File: src/rtl/switch_key_input_driver_if.sv
// Peripheral bus bundle shared with the LED display driver: write strobe, word address, write/read data.
// Latency: none of its own; read data is combinational from the slave's register state.
// Backpressure: none; every access completes in a single cycle.
interface switch_key_input_driver_if;
   logic        wb;
   logic [3:2]  addr;
   logic [31:0] wd;
   logic [31:0] rd;

   modport master (output wb, addr, wd, input rd);
   modport slave  (input wb, addr, wd, output rd);
endinterface

File: src/rtl/switch_key_input_driver.sv
// Bus-readable switch/key input block: 2-flop sync, tick-sampled debounce, key press events, IRQ.
// Latency: raw input to debounced bit at most 2 + HIST*DEB_CYCLES cycles; IRQ lags its cause by 1 cycle.
// Backpressure: none; register reads are combinational and writes complete in one cycle.
// Optional macro KEY_RELEASE_EVT_EN adds key release events (KEY[23:16]) that also feed the IRQ.
module switch_key_input_driver #(
   parameter int DEB_CYCLES = 250000,
   parameter int HIST       = 3
) (
   input  logic                       i_clk,
   input  logic                       i_rst,
   switch_key_input_driver_if.slave   bus,
   input  logic [31:0]                i_switch,
   input  logic [7:0]                 i_key,
   output logic                       o_irq
);

   localparam int             CW        = (DEB_CYCLES > 1) ? $clog2(DEB_CYCLES) : 1;
   localparam logic [CW-1:0]  TICK_LAST = CW'(DEB_CYCLES - 1);

   logic [CW-1:0]           r_tick_cnt;
   logic                    w_tick;

   logic [31:0]             r_sw_s1, r_sw_s2;
   logic [7:0]              r_key_s1, r_key_s2;
   logic [7:0]              w_key_sync;

   logic [HIST-1:0][31:0]   r_sw_hist, w_sw_hist_nxt;
   logic [HIST-1:0][7:0]    r_key_hist, w_key_hist_nxt;
   logic [31:0]             w_sw_all1, w_sw_any1;
   logic [7:0]              w_key_all1, w_key_any1;

   logic [31:0]             r_sw_deb, w_sw_deb_nxt;
   logic [7:0]              r_key_deb, w_key_deb_nxt;
   logic [7:0]              w_key_rise;

   logic [7:0]              r_kevt, w_kevt_nxt, w_kevt_clr;
   logic [7:0]              w_evt_pend;
   logic                    w_wr_key, w_wr_ctrl;

   logic [7:0]              r_mask;
   logic                    r_gie;
   logic                    r_irq;

   logic                    w_unused_wd;

`ifdef KEY_RELEASE_EVT_EN
   logic [7:0]              r_krel, w_krel_nxt, w_krel_clr, w_key_fall;
`endif

   assign w_tick     = (r_tick_cnt == TICK_LAST);
   assign w_key_sync = ~r_key_s2;   // keys are active-low on the pins, 1 = pressed from here on
   assign w_wr_key   = bus.wb && (bus.addr == 2'd1);
   assign w_wr_ctrl  = bus.wb && (bus.addr == 2'd2);
   assign w_unused_wd = ^bus.wd[31:16];

   // Two-flop synchronisers for the asynchronous switch and key pins
   always_ff @(posedge i_clk or posedge i_rst) begin
      if (i_rst) begin
         r_sw_s1  <= '0;
         r_sw_s2  <= '0;
         r_key_s1 <= '0;
         r_key_s2 <= '0;
      end else begin
         r_sw_s1  <= i_switch;
         r_sw_s2  <= r_sw_s1;
         r_key_s1 <= i_key;
         r_key_s2 <= r_key_s1;
      end
   end

   // Free-running sample tick: one pulse every DEB_CYCLES cycles
   always_ff @(posedge i_clk or posedge i_rst) begin
      if (i_rst) begin
         r_tick_cnt <= '0;
      end else if (w_tick) begin
         r_tick_cnt <= '0;
      end else begin
         r_tick_cnt <= r_tick_cnt + CW'(1);
      end
   end

   // Next history and debounced value; the decision already includes the sample shifted in this tick
   always_comb begin
      w_sw_hist_nxt  = {r_sw_hist[HIST-2:0], r_sw_s2};
      w_key_hist_nxt = {r_key_hist[HIST-2:0], w_key_sync};
      w_sw_all1  = '1;
      w_sw_any1  = '0;
      w_key_all1 = '1;
      w_key_any1 = '0;
      for (int i = 0; i < HIST; i++) begin
         w_sw_all1  = w_sw_all1  & w_sw_hist_nxt[i];
         w_sw_any1  = w_sw_any1  | w_sw_hist_nxt[i];
         w_key_all1 = w_key_all1 & w_key_hist_nxt[i];
         w_key_any1 = w_key_any1 | w_key_hist_nxt[i];
      end
      // all ones -> 1, all zeros -> 0, mixed history -> hold
      w_sw_deb_nxt  = w_tick ? (w_sw_all1  | (r_sw_deb  & w_sw_any1))  : r_sw_deb;
      w_key_deb_nxt = w_tick ? (w_key_all1 | (r_key_deb & w_key_any1)) : r_key_deb;
   end

   // Shift histories and update debounced levels on the sample tick
   always_ff @(posedge i_clk or posedge i_rst) begin
      if (i_rst) begin
         r_sw_hist  <= '0;
         r_key_hist <= '0;
         r_sw_deb   <= '0;
         r_key_deb  <= '0;
      end else if (w_tick) begin
         r_sw_hist  <= w_sw_hist_nxt;
         r_key_hist <= w_key_hist_nxt;
         r_sw_deb   <= w_sw_deb_nxt;
         r_key_deb  <= w_key_deb_nxt;
      end
   end

   // Event set/clear terms: an edge detected this cycle beats a same-cycle write-1-to-clear
   always_comb begin
      w_key_rise = w_key_deb_nxt & ~r_key_deb;
      w_kevt_clr = w_wr_key ? bus.wd[15:8] : 8'h00;
      w_kevt_nxt = (r_kevt & ~w_kevt_clr) | w_key_rise;
`ifdef KEY_RELEASE_EVT_EN
      w_key_fall = ~w_key_deb_nxt & r_key_deb;
      w_krel_clr = w_wr_key ? bus.wd[23:16] : 8'h00;
      w_krel_nxt = (r_krel & ~w_krel_clr) | w_key_fall;
      w_evt_pend = r_kevt | r_krel;
`else
      w_evt_pend = r_kevt;
`endif
   end

   // Key event registers
   always_ff @(posedge i_clk or posedge i_rst) begin
      if (i_rst) begin
         r_kevt <= '0;
`ifdef KEY_RELEASE_EVT_EN
         r_krel <= '0;
`endif
      end else begin
         r_kevt <= w_kevt_nxt;
`ifdef KEY_RELEASE_EVT_EN
         r_krel <= w_krel_nxt;
`endif
      end
   end

   // CTRL register: per-key interrupt mask and global enable
   always_ff @(posedge i_clk or posedge i_rst) begin
      if (i_rst) begin
         r_mask <= '0;
         r_gie  <= 1'b0;
      end else if (w_wr_ctrl) begin
         r_mask <= bus.wd[7:0];
         r_gie  <= bus.wd[8];
      end
   end

   // Registered IRQ from pre-edge event/mask state, so it trails its cause by one cycle
   always_ff @(posedge i_clk or posedge i_rst) begin
      if (i_rst) begin
         r_irq <= 1'b0;
      end else begin
         r_irq <= r_gie & |(w_evt_pend & r_mask);
      end
   end

   assign o_irq = r_irq;

   // Combinational read mux
   always_comb begin
      bus.rd = 32'h0;
      case (bus.addr)
         2'd0: bus.rd = r_sw_deb;
`ifdef KEY_RELEASE_EVT_EN
         2'd1: bus.rd = {8'h00, r_krel, r_kevt, r_key_deb};
`else
         2'd1: bus.rd = {16'h0000, r_kevt, r_key_deb};
`endif
         2'd2: bus.rd = {23'h0, r_gie, r_mask};
         default: bus.rd = 32'h0;
      endcase
   end

endmodule

File: src/flat_wrapper.sv
// flat-port wrapper written by rule: the top's interface ports become plain ports
module switch_key_input_driver_flat 
#(
   parameter int DEB_CYCLES = 250000,
   parameter int HIST       = 3
)
  (i_clk, i_rst, i_switch, i_key, o_irq, bus_wb, bus_addr, bus_wd, bus_rd);
  switch_key_input_driver_if bus_i ();
  input  logic i_clk;
  input  logic i_rst;
  input  logic [31:0] i_switch;
  input  logic [7:0] i_key;
  output logic o_irq;
  input wire logic [$bits(bus_i.wb)-1:0] bus_wb;
  input wire logic [$bits(bus_i.addr)-1:0] bus_addr;
  input wire logic [$bits(bus_i.wd)-1:0] bus_wd;
  output wire logic [$bits(bus_i.rd)-1:0] bus_rd;
  assign bus_i.wb = bus_wb;
  assign bus_i.addr = bus_addr;
  assign bus_i.wd = bus_wd;
  assign bus_rd = bus_i.rd;
  switch_key_input_driver #(.DEB_CYCLES(DEB_CYCLES), .HIST(HIST)) u_core (.i_clk(i_clk), .i_rst(i_rst), .bus(bus_i), .i_switch(i_switch), .i_key(i_key), .o_irq(o_irq));
endmodule
File: config.mk
export PLATFORM = sky130hd
export DESIGN_NAME = switch_key_input_driver_flat
export DESIGN_NICKNAME = d
export VERILOG_FILES = /design/src/rtl/switch_key_input_driver_if.sv /design/src/rtl/switch_key_input_driver.sv /design/src/flat_wrapper.sv
export SDC_FILE = /design/constraint.sdc
export NUM_CORES = 1
export LEC_CHECK = 0
export ABC_CLOCK_PERIOD_IN_PS = 9450
export CAP_MARGIN = 20
export CORE_ASPECT_RATIO = 1.75
export CORE_MARGIN = 4
export CORE_UTILIZATION = 63
export CTS_CLUSTER_DIAMETER = 30
export DETAILED_ROUTE_END_ITERATION = 6
export DONT_BUFFER_PORTS = 1
export GPL_TIMING_DRIVEN = 0
export PLACE_DENSITY = 0.85
export SLEW_MARGIN = 20
export SYNTH_ARGS = -nofsm -noshare
export SYNTH_HDL_FRONTEND = slang
export SYNTH_SLANG_ARGS = --single-unit
File: constraint.sdc
create_clock -name i_clk -period 9.45 [get_ports i_clk]
set_input_delay 1.89 -clock i_clk [delete_from_list [all_inputs] [get_ports i_clk]]
set_output_delay 1.89 -clock i_clk [all_outputs]
set_load 0.01 [all_outputs]
# After elaboration in Yosys (flattened, before gate mapping)
# Index checks and enable logic that the tools add are counted.
# classes
addsub	1
eq_ne	3
mux	4
bitwise	20
n_reduce_logical	4
# ops
operator	count
$and 32x32->32	3
$or 32x32->32	3
$pmux 32 s3	1
$and 8x8->8	6
$or 8x8->8	4
$not 8->8	3
$add 18x1->18 const B	1
$eq 18x18->1 const B	1
$mux 18	1
$mux 8	2
$reduce_or 8->1	1
$eq 2x1->1 const B	1
$eq 2x2->1 const B	1
$logic_and 1x1->1	2
$logic_not 2->1	1
$and 1x1->1	1
# totals
reg_bits	236
input_bits	77
out_inout_bits	33

# Depth between registers and ports, before layout
# logic_depth
depth_word	8
mapped_depth	8
mapped_depth_nobuf	5

# Least setup slack after synthesis
# No wires, ideal clock.
# synth_timing
path_kind	input-to-output
start	in bus_addr[0]
end	out bus_rd[1]
arrival_time_ps	2762
t_required_ps	7560
slack_ps	4798
cell_stages	4
n_path_buf	2
path_cell_list	buf_2 > buf_2 > mux2i_1 > o21ai_0
# synth_via
elab_chain_cells	2
word_cells_on_any_way	4
cone_classes	eq/ne (2); mux (1); reduce/logical (1)
# synth_lines
item	line_no	source
start, declared	flat_wrapper.sv:15	input wire logic [$bits(bus_i.addr)-1:0] bus_addr;
$eq 2x2->1, or another cell as far along	switch_key_input_driver.sv:171	case (bus.addr)
$pmux 32 s3 (*)	switch_key_input_driver.sv:171	
end, declared	flat_wrapper.sv:17	output wire logic [$bits(bus_i.rd)-1:0] bus_rd;
# Every way passes the cells marked *; elsewhere a longest branch is shown, timed or not.

# Final worst setup path
# layout_timing
start	in bus_addr[1]
end	out bus_rd[29]
# The elaborated chain is that of the path after synthesis.

==> metrics.md <==
| Metric | Value |
|---|---|
| Number of distinct library cell variants in the gate-level netlist after synthesis | `34` |
| Cell types occupying the most area after synthesis | `dfrtp_1 64%, o21ai_0 6.0%, a41oi_1 3.9%, o41ai_1 3.8%, a21oi_1 2.2%` |
| Half-perimeter wire length after placement | `15820 um` |
| Final hold violation count | `0` |
| Initial cell density of the core | `between 60 and 70%` |
| Number of buffers added by the clock tree synthesis step | `28` |
| CTS sink count | `~240` |
| Sequential element share of the synthesized area | `between 60% and 70%` |
| Highest ir drop seen on vdd | `0.1864 mV` |
| Final Non-Filler Cells | `998` |
| Synth area leader | `dfrtp_1` |
| Arr. time, crit path | `~3.5 ns` |
| Root buffer cell | `clkbuf_16` |
| HP Class | `flip-flop to flip-flop` |
| Total count of max-transition violations in the final report | `0` |
| Share of layout cells above drive strength 1 | `12.22%` |
| Number of global-route vias before repair | `7091` |
| Via count | `6921` |
| Per-cell via count in the routed design | `6.935` |
| Count of boundary I/O pins | `110` |
| Vertical extent of the die | `168.0 um` |
| Setup fix buffers added after clock tree synthesis | `0` |
| Flop and latch count out of synthesis | `236` |
| Post-synthesis async set-or-reset flop share | `between 90% and 100%` |
| Drc violations | `0` |
| Violation count after the first detailed-routing iteration | `733` |
| Routability-driven placement congestion ratio | `0.8965` |
| # diodes | `0` |
| WL per Instance | `24.57 um` |
| RSZ-0062 raised after global routing | `no` |
| CP max FO | `10` |
| Number of maximum-capacitance violations | `0` |
| Highest clock frequency the design can meet | `~190 MHz` |
| Synthesized area | `9216 um^2` |
| Slew of the pin with the lowest slew margin | `0.7258 ns` |
| Antenna violations before repair | `2` |
| Post-Synthesis Net Count | `845` |
| Source of the critical timing path | `bus_addr[1]` |
| Number of buffers added on ports | `0` |
| FF/Latch Area | `5906 um^2` |
| Core area | `between 10000 and 15000 um^2` |
| Post-synth top flop | `dfrtp_1` |
| Post-route clock skew | `0.01930 ns` |
| Number of instances in the synthesized netlist | `767` |
| Min cycle time layout | `5.388 ns` |
| Hold_sp | `u_core.r_sw_s1[12]$_DFF_PP0_` |
| Proportion of netlist area held by the largest area contributor | `between 60% and 70%` |
| Total gr overflow | `0` |
| Placement Cell Area | `9504 um^2` |
| First-pass iteration count of the detailed router | `7` |
| Die width | `99.43 um` |
| Reg-to-reg slack, setup | `between 6 and 7 ns` |
| Worst R2R Start | `u_core.r_tick_cnt[1]$_DFF_PP0_` |
| Final non-filler cell area | `10460 um^2` |
| Synth-to-layout area growth | `13.47%` |
| Leakage power of the design | `4.385 nW` |
| Row Count | `slightly below 60` |
| Clk buf depth | `3` |
| First-pass GRT wire length | `just under 40000 um` |
| Post_cts resized | `0` |
| Outcome | `finished clean` |
| Most instantiated library cell after synthesis | `dfrtp_1` |
| Final period util | `a little under three fifths` |
| All-Layer GR Usage | `29.64%` |
| Type of element launching the critical path | `input pin` |
| Die outline area | `16700 um^2` |
| Number of levels the H-tree was split into | `1` |
| Pin count of the biggest net entering global routing | `114` |
| Setup violators final | `0` |
| Clock network latency to the later pin of the worst-skew pair | `between 0.5 and 0.6 ns` |
| Number of enable flip-flop cells after synthesis | `0` |
| Relative slew margins | `51.43%` |
| Number of warning messages in the yosys log | `0` |
| Hold buffer count at cts | `0` |
| Startpoint-to-endpoint class of the critical path | `input pin to primary output` |
| Remaining antenna violation count | `0` |
| Synth cell count leaders | `236 x dfrtp_1, 111 x o21ai_0, 41 x a21oi_1, 41 x a41oi_1, 40 x o41ai_1` |
| Required @ worst endpoint | `7.56 ns` |
| Power density over cell area | `211.1 nW/um^2` |
| CTS tree | `done` |
| Detailed-route wire length | `24520 um` |
| Clock-pin transition on the worst setup and hold timing paths | `0.06 ns` |
| CP Capture Type | `primary output` |
| Synth Area per Inst | `12.02 um^2` |
| Post-layout nets | `877` |
| Footprint of the multi-input gates | `around 3000 um^2` |
| Placed Cells | `about 950` |
| Count of fill cells added during filler insertion | `888` |
[cell type report]
| class | instances | share of cell area [%] |
|---|---|---|
| Buffer | 51 | 2.548 |
| Clock buffer | 32 | 7.143 |
| Clock inverter | 17 | 1.974 |
| Inverter | 34 | 1.292 |
| Multi-Input combinational cell | 446 | 27.89 |
| Sequential cell | 236 | 56.47 |
| Tap cell | 180 | 2.154 |
| Timing Repair Buffer | 2 | 0.5264 |
[sequential cells by signal, indices dropped and copies added (netlist names)]
name,count
u_core.r_gie,1
u_core.r_sw_s1,32
u_core.r_sw_hist,64
u_core.r_sw_deb,32
u_core.r_kevt,8
u_core.r_key_s2,8
u_core.r_mask,8
u_core.o_irq,1
u_core.r_sw_s2,32
u_core.r_key_deb,8
u_core.r_tick_cnt,18
u_core.r_key_s1,8
u_core.r_key_hist,16
[metrics by stage]
step                      hold WS (ns)  setup slack, ns  TNS, ns  total power, mW  util [%]
final                           0.3430            4.062        0            2.208     72.78
after global routing            0.3535            4.021        0            2.267     72.78
after CTS                       0.3451            4.040        0            2.216     72.78
after detailed placement        0.3357            4.055        0            1.129     66.14
after global placement          0.3317          -0.4649  -105.12            1.122     65.71
after floorplan                 0.3312            1.085        0            1.105         -
[logic make-up (layout without fill, tap and decap cells)]
kind of cell    count (synthesis)  after routing  synth area share (%)
compound gates                255            255                 18.23
xor+xnor                       15             15                 1.426
fa+ha+maj                       1              1                0.1357
buf+inv                        85            136                 4.276
flops                         236            236                 64.08
mux                            34             34                 3.923
simple gates                  141            141                 7.928
[cells in the final DEF, fill, tap and decap left out, types with 29 or more instances in the layout]
cell | synthesis | routed
dfrtp_1 | 236 | 236
clkbuf_16 | 0 | 29
o41ai_1 | 40 | 40
a21oi_1 | 41 | 41
nand3_1 | 39 | 39
inv_1 | 34 | 33
clkbuf_1 | 30 | 32
a41oi_1 | 41 | 41
nand2_1 | 38 | 38
o21ai_0 | 111 | 111
[where the power goes]
part           total (mW)  switching, mW  internal, mW
clock                1.09          0.437         0.657
combinational      0.0504         0.0354        0.0150
sequential           1.06         0.0245          1.04
[routing by layer]
| layer | vias up | part of all wire (%) | track usage [%] | wire length (um) |
|---|---|---|---|---|
| li1 | 2891 | - | - | - |
| met1 | 3456 | 34 | 35.83 | 8270 |
| met2 | 451 | 51 | 49.36 | 12510 |
| met3 | 119 | 8.3 | 5.017 | 2037 |
| met4 | 4 | 6.9 | 18.01 | 1680 |
| met5 | - | 0.11 | 0 | 27 |
[critical path, cell delays in order]
cell and delay, ns:
clkbuf_1 0.17, nor2_1 0.61, clkbuf_1 0.53, and2_1 0.29
[path summary, 6_finish.rpt]
check,end,cells after the start
min,u_core.r_sw_s2[12]$_DFF_PP0_,0
min reg2reg,u_core.r_sw_s2[12]$_DFF_PP0_,0
max in group asynchronous,u_core.r_sw_s1[26]$_DFF_PP0_,2
min in group asynchronous,u_core.r_sw_s1[14]$_DFF_PP0_,1
max reg2reg,u_core.r_sw_deb[12]$_DFFE_PP0N_,7
max,bus_rd[29],4
(Power assumes the default switching activity.)
